==> src/rtl/wb_mem_arbiter_rr.sv <==
// Two-master (icache/dcache) to one-slave Wishbone arbiter granting whole transactions.
// Round-robin by default; define WB_ARB_DCACHE_PRIO_EN for fixed dcache priority.
module wb_mem_arbiter_rr #(
  parameter int ADR_W  = 27,
  parameter int DATA_W = 256,
  parameter int SEL_W  = 32,
  parameter int CNT_W  = 32
) (
  input  logic              clk,
  input  logic              rst,
  input  logic              i_cyc,
  input  logic              i_stb,
  input  logic              i_we,
  input  logic [ADR_W-1:0]  i_adr,
  input  logic [SEL_W-1:0]  i_sel,
  input  logic [DATA_W-1:0] i_dat_m,
  output logic              i_ack,
  output logic [DATA_W-1:0] i_dat_s,
  input  logic              d_cyc,
  input  logic              d_stb,
  input  logic              d_we,
  input  logic [ADR_W-1:0]  d_adr,
  input  logic [SEL_W-1:0]  d_sel,
  input  logic [DATA_W-1:0] d_dat_m,
  output logic              d_ack,
  output logic [DATA_W-1:0] d_dat_s,
  output logic              m_cyc,
  output logic              m_stb,
  output logic              m_we,
  output logic [ADR_W-1:0]  m_adr,
  output logic [SEL_W-1:0]  m_sel,
  output logic [DATA_W-1:0] m_dat_m,
  input  logic              m_ack,
  input  logic [DATA_W-1:0] m_dat_s,
  output logic [CNT_W-1:0]  i_grants,
  output logic [CNT_W-1:0]  d_grants
);

  typedef enum logic [1:0] {
    ST_IDLE    = 2'd0,
    ST_SERVE_I = 2'd1,
    ST_SERVE_D = 2'd2
  } state_t;

  localparam logic [CNT_W-1:0] CNT_MAX = {CNT_W{1'b1}};
  localparam logic [CNT_W-1:0] CNT_ONE = {{(CNT_W-1){1'b0}}, 1'b1};

  state_t           r_state;
  state_t           w_state_nxt;
  logic             r_last;
  logic [CNT_W-1:0] r_i_cnt;
  logic [CNT_W-1:0] r_d_cnt;
  logic             w_i_req;
  logic             w_d_req;
  logic             w_pick_d;
  logic             w_grant_i;
  logic             w_grant_d;

  assign w_i_req = i_cyc & i_stb;
  assign w_d_req = d_cyc & d_stb;

`ifdef WB_ARB_DCACHE_PRIO_EN
  assign w_pick_d = w_d_req;
`else
  // On a tie, dcache wins only if icache was the last master granted.
  assign w_pick_d = w_d_req & (~w_i_req | ~r_last);
`endif

  // Next-state and grant decision.
  always_comb begin
    w_state_nxt = r_state;
    w_grant_i   = 1'b0;
    w_grant_d   = 1'b0;
    case (r_state)
      ST_IDLE: begin
        if (w_pick_d) begin
          w_state_nxt = ST_SERVE_D;
          w_grant_d   = 1'b1;
        end else if (w_i_req) begin
          w_state_nxt = ST_SERVE_I;
          w_grant_i   = 1'b1;
        end else begin
          w_state_nxt = ST_IDLE;
        end
      end
      ST_SERVE_I: begin
        if (!i_cyc || m_ack) w_state_nxt = ST_IDLE;
        else                 w_state_nxt = ST_SERVE_I;
      end
      ST_SERVE_D: begin
        if (!d_cyc || m_ack) w_state_nxt = ST_IDLE;
        else                 w_state_nxt = ST_SERVE_D;
      end
      default: w_state_nxt = ST_IDLE;
    endcase
  end

  // Bus multiplexing; an ack is only forwarded while the owner still holds cyc.
  always_comb begin
    m_cyc   = 1'b0;
    m_stb   = 1'b0;
    m_we    = 1'b0;
    m_adr   = {ADR_W{1'b0}};
    m_sel   = {SEL_W{1'b0}};
    m_dat_m = {DATA_W{1'b0}};
    i_ack   = 1'b0;
    d_ack   = 1'b0;
    i_dat_s = {DATA_W{1'b0}};
    d_dat_s = {DATA_W{1'b0}};
    case (r_state)
      ST_SERVE_I: begin
        m_cyc   = i_cyc;
        m_stb   = i_stb;
        m_we    = i_we;
        m_adr   = i_adr;
        m_sel   = i_sel;
        m_dat_m = i_dat_m;
        i_ack   = m_ack & i_cyc;
        i_dat_s = m_dat_s;
      end
      ST_SERVE_D: begin
        m_cyc   = d_cyc;
        m_stb   = d_stb;
        m_we    = d_we;
        m_adr   = d_adr;
        m_sel   = d_sel;
        m_dat_m = d_dat_m;
        d_ack   = m_ack & d_cyc;
        d_dat_s = m_dat_s;
      end
      default: begin
        m_cyc = 1'b0;
      end
    endcase
  end

  // State, last-granted flag and saturating grant counters.
  always_ff @(posedge clk) begin
    if (rst) begin
      r_state <= ST_IDLE;
      r_last  <= 1'b0;
      r_i_cnt <= {CNT_W{1'b0}};
      r_d_cnt <= {CNT_W{1'b0}};
    end else begin
      r_state <= w_state_nxt;
      if (w_grant_i) begin
        r_last  <= 1'b0;
        r_i_cnt <= (r_i_cnt == CNT_MAX) ? r_i_cnt : r_i_cnt + CNT_ONE;
      end else if (w_grant_d) begin
        r_last  <= 1'b1;
        r_d_cnt <= (r_d_cnt == CNT_MAX) ? r_d_cnt : r_d_cnt + CNT_ONE;
      end
    end
  end

  assign i_grants = r_i_cnt;
  assign d_grants = r_d_cnt;

endmodule

==> config.mk <==
export PLATFORM = sky130hd
export DESIGN_NAME = wb_mem_arbiter_rr
export DESIGN_NICKNAME = d
export VERILOG_FILES = /design/src/rtl/wb_mem_arbiter_rr.sv
export SDC_FILE = /design/constraint.sdc
export NUM_CORES = 1
export LEC_CHECK = 0
export CAP_MARGIN = 20
export CORE_AREA = 2 2 701 703
export DETAILED_ROUTE_END_ITERATION = 10
export DIE_AREA = 0 0 703 705
export PLACE_DENSITY = 0.3
export SETUP_SLACK_MARGIN = 0.1
export SKIP_LAST_GASP = 1
export SYNTH_ARGS = -nofsm -noshare
export SYNTH_HDL_FRONTEND = slang
export SYNTH_SLANG_ARGS = --single-unit
==> constraint.sdc <==
create_clock -name clk -period 3.1 [get_ports clk]
set_clock_uncertainty 0.05 [all_clocks]
set_input_delay 0.62 -clock clk [delete_from_list [all_inputs] [get_ports clk]]
set_output_delay 0.62 -clock clk [all_outputs]
set_load 0.03 [all_outputs]
==> out/metrics.yaml <==
status: "complete, but fails checks"
violations: "negative setup slack"
viasPerCell: 2.36
worst_pin_slew_ns: 0.805
final_layout_size_suffix_gt1_share_pct: 37.7
area_growth_pct: 300
numClockSinks: 67
grt_util_all_layers_pct: 16.6
grt_overflow_total: 0
startpoint: "r_state[0]$_SDFF_PP0_"
io_buffers: 1790
die_x_um: 703
grt_pass1_wl_mm: 481
max_freq_ghz: 0.319
yosysWarnings: 0
insertion_delay_ns: 0.40
p_leak_nw: 14.9
crit_type: "register to primary output"
yosysTopAreaCell: "and2_1"
antenna_found_initial: 364
routed-via-count: 24100
io_pins: 1791
slew_violations: 0
nets: 4540
avgSynthCellArea_sq_um: 6.74
finalSetupViolCount: 2
cts_tree: "yes"
drtAntennaViolNets: 0
r2r_start: "r_state[1]$_SDFF_PP0_"
fin_ws_ns: -0.0311
fin_crit_ns: 3.13
power_mw: 7.64
rsz0062_at_grt: "yes"
ys_types: 49
worstPathArrival_ns: 2.46
yosysTopAreaCellShare_pct: 27.7
place_area_sq_um: 43700
crit_path_start_kind: "register"
end_kind: "primary output"
cts-root-buf: "clkbuf_16"
fin_cells: 10200
hold_viol_final: 0
design_area_sq_um: 46600
post_drt_wl_per_cell_um: 42.6
hold_path.startpoint: "i_grants[1]$_SDFFE_PP0P_"
ir_worst_vdd_v: 0.000202
worstPathRequired_ns: 2.43
ys_seq_elements: 67
grt_max_degree: 63
synthesis.nets: 2627
hpwl_mm: 401
syn_inst: 1726
wirelength_mm: 434
place_congestion: 0.975
die_y_um: 705
htreeDepth: 3
grt_pass1_vias: 23100
syn-cell-area_sq_um: 11600
powerDensity_nw_per_um2: 164
drv_cap: 0
start_util_pct: 2.38
cts_made_buffers: 9
rows: 257
drt_iter0_drc: 1524
ys_seq_area_share_pct: 11.5
clk_pin_slew_ns: 0.07
dieArea_sq_um: 496000
firstDrtPassIters: 5
drc_errors: 0
fillers: 56500
crit_fanout: 14
tns_ns: -0.0315
slew_headroom_pct: 46.2
period_share_pct: 101
synth.area.top_cells: "and2_1 (28%), a22oi_1 (20%), nor2b_1 (17%), dfxtp_1 (12%), clkbuf_1 (5.5%)"
ctsLongestPathBuffers: 2
coreArea_sq_um: 488000
holdWs_ns: 0.462
hp-class: "register to register"
place_inst: 10000
## registers in the layout (all words and copies together), names as in the netlist
register  cells
i_grants     32
r_state       2
r_last        1
d_grants     32
## final cells by class
| type | count | area (sq um) | area share [%] |
|---|---|---|---|
| sequential | 67 | 1350 | 2.89 |
| inverter | 12 | 47.5 | 0.102 |
| antenna | 79 | 198 | 0.425 |
| tap | 6475 | 8100 | 17.4 |
| timing repair buffer | 2081 | 26200 | 56.2 |
| clock buffer | 10 | 229 | 0.492 |
| clock inverter | 6 | 90.1 | 0.194 |
| multi-input combinational | 1468 | 10400 | 22.3 |
## report_power, final
part,switching [mW],internal (mW),leakage (nW)
Clock,0.569,0.709,0.153
Combinational,2.97,2.52,14.2
Sequential,0.00964,0.865,0.541
## routing by layer
metal / wire, um / vias to the layer above / GRT usage [%]
met5: 767 / - / 0
li1: - / 9907 / -
met3: 57700 / 575 / 9.77
met4: 11200 / 118 / 3.60
met2: 193000 / 1814 / 26.3
met1: 172000 / 11700 / 19.2
## metrics by stage
stage / utilization, % / setup slack (ns)
2_1_floorplan: - / 0.341
3_3_place_gp: 8.96 / -0.172
3_5_place_dp: 8.96 / -0.147
4_1_cts: 9.30 / -0.0277
5_1_grt: 9.52 / -0.0127
6_report: 9.54 / -0.0311
## placed cells by master (no fill, tap or decap), types with 4 or more instances in the layout
cell,synthesis,final
clkdlybuf4s50_1,0,955
buf_12,0,573
and2_1,514,502
buf_4,0,471
a22oi_1,317,225
nor2b_1,320,217
nor2b_2,0,95
a22oi_2,0,92
diode_2,0,79
dfxtp_1,67,65
nor2_1,42,42
a21oi_1,36,36
buf_6,2,32
xnor2_1,29,29
nand2_1,29,28
clkbuf_16,0,26
buf_16,0,25
nand3_1,23,23
nand4_1,23,23
o21ai_0,23,23
or3_1,23,23
a211oi_1,12,12
inv_1,12,10
nor4_1,10,9
nor2b_4,0,8
and3_1,7,7
and2_4,0,6
and2_2,0,6
buf_8,0,6
and4_1,5,5
nor3_1,5,5
o31ai_1,4,4
or4_1,4,4
## worst max-delay path, stage by stage, from the launching register on
cell,delay (ns)
dfxtp_2,0.34
buf_4,0.13
ha_4,0.21
buf_12,0.17
buf_4,0.18
clkbuf_16,0.18
a22oi_2,0.45
nor2b_1,0.16
buf_12,0.18
## cell usage after synthesis, drive strengths merged
| cell | count |
|---|---|
| and2b | 1 |
| mux2 | 3 |
| nor4b | 1 |
| nand2b | 3 |
| or3b | 1 |
| or3 | 23 |
| nor2 | 42 |
| nand4 | 24 |
| a21oi | 37 |
| a2111o | 2 |
| nor2b | 320 |
| o31ai | 4 |
| dlygate4sd1 | 1 |
| and3 | 7 |
| o21a | 2 |
| buf | 7 |
| a31o | 2 |
| and2 | 514 |
| a2111oi | 2 |
| or4 | 4 |
| a21o | 2 |
| dfxtp | 67 |
| nand3b | 1 |
| nor4 | 12 |
| a211oi | 12 |
| mux2i | 1 |
| a21boi | 1 |
| nand3 | 23 |
| or2 | 4 |
| inv | 12 |
| a211o | 3 |
| ha | 6 |
| and4 | 5 |
| nand2 | 29 |
| a22oi | 317 |
| clkbuf | 171 |
| o21ai | 23 |
| xnor2 | 29 |
| or4b | 2 |
| nor3b | 1 |
| nor3 | 5 |
## final timing paths
check,to,slack (ns),depth (start not counted)
max,m_dat_m[198],-0.03,8
min,i_grants[1]$_SDFFE_PP0P_,0.46,2
max reg2reg,i_grants[19]$_SDFFE_PP0P_,0.58,9
min reg2reg,i_grants[1]$_SDFFE_PP0P_,0.46,2
## cell families (layout without fill, tap and decap cells)
family,after synthesis,count (layout),synth area share (%)
simple gates,1022,1022,53.7
compound gates,407,407,25.2
buf+inv,191,2109,6.36
flops,67,67,11.5
xor+xnor,29,29,2.18
fa+ha+maj,6,6,0.646
mux,4,4,0.377
other cells,0,79,0
## timing repair
| action | CTS | global route |
|---|---|---|
| pin swaps | 24 | 13 |
| buffers inserted | 21 | 25 |
| cloned | 13 | 20 |
| resized for setup | 206 | 93 |
| endpoints found under the setup margin | 615 | 294 |
| hold buffers | 0 | 0 |
Power figures use the tool's default switching activity.
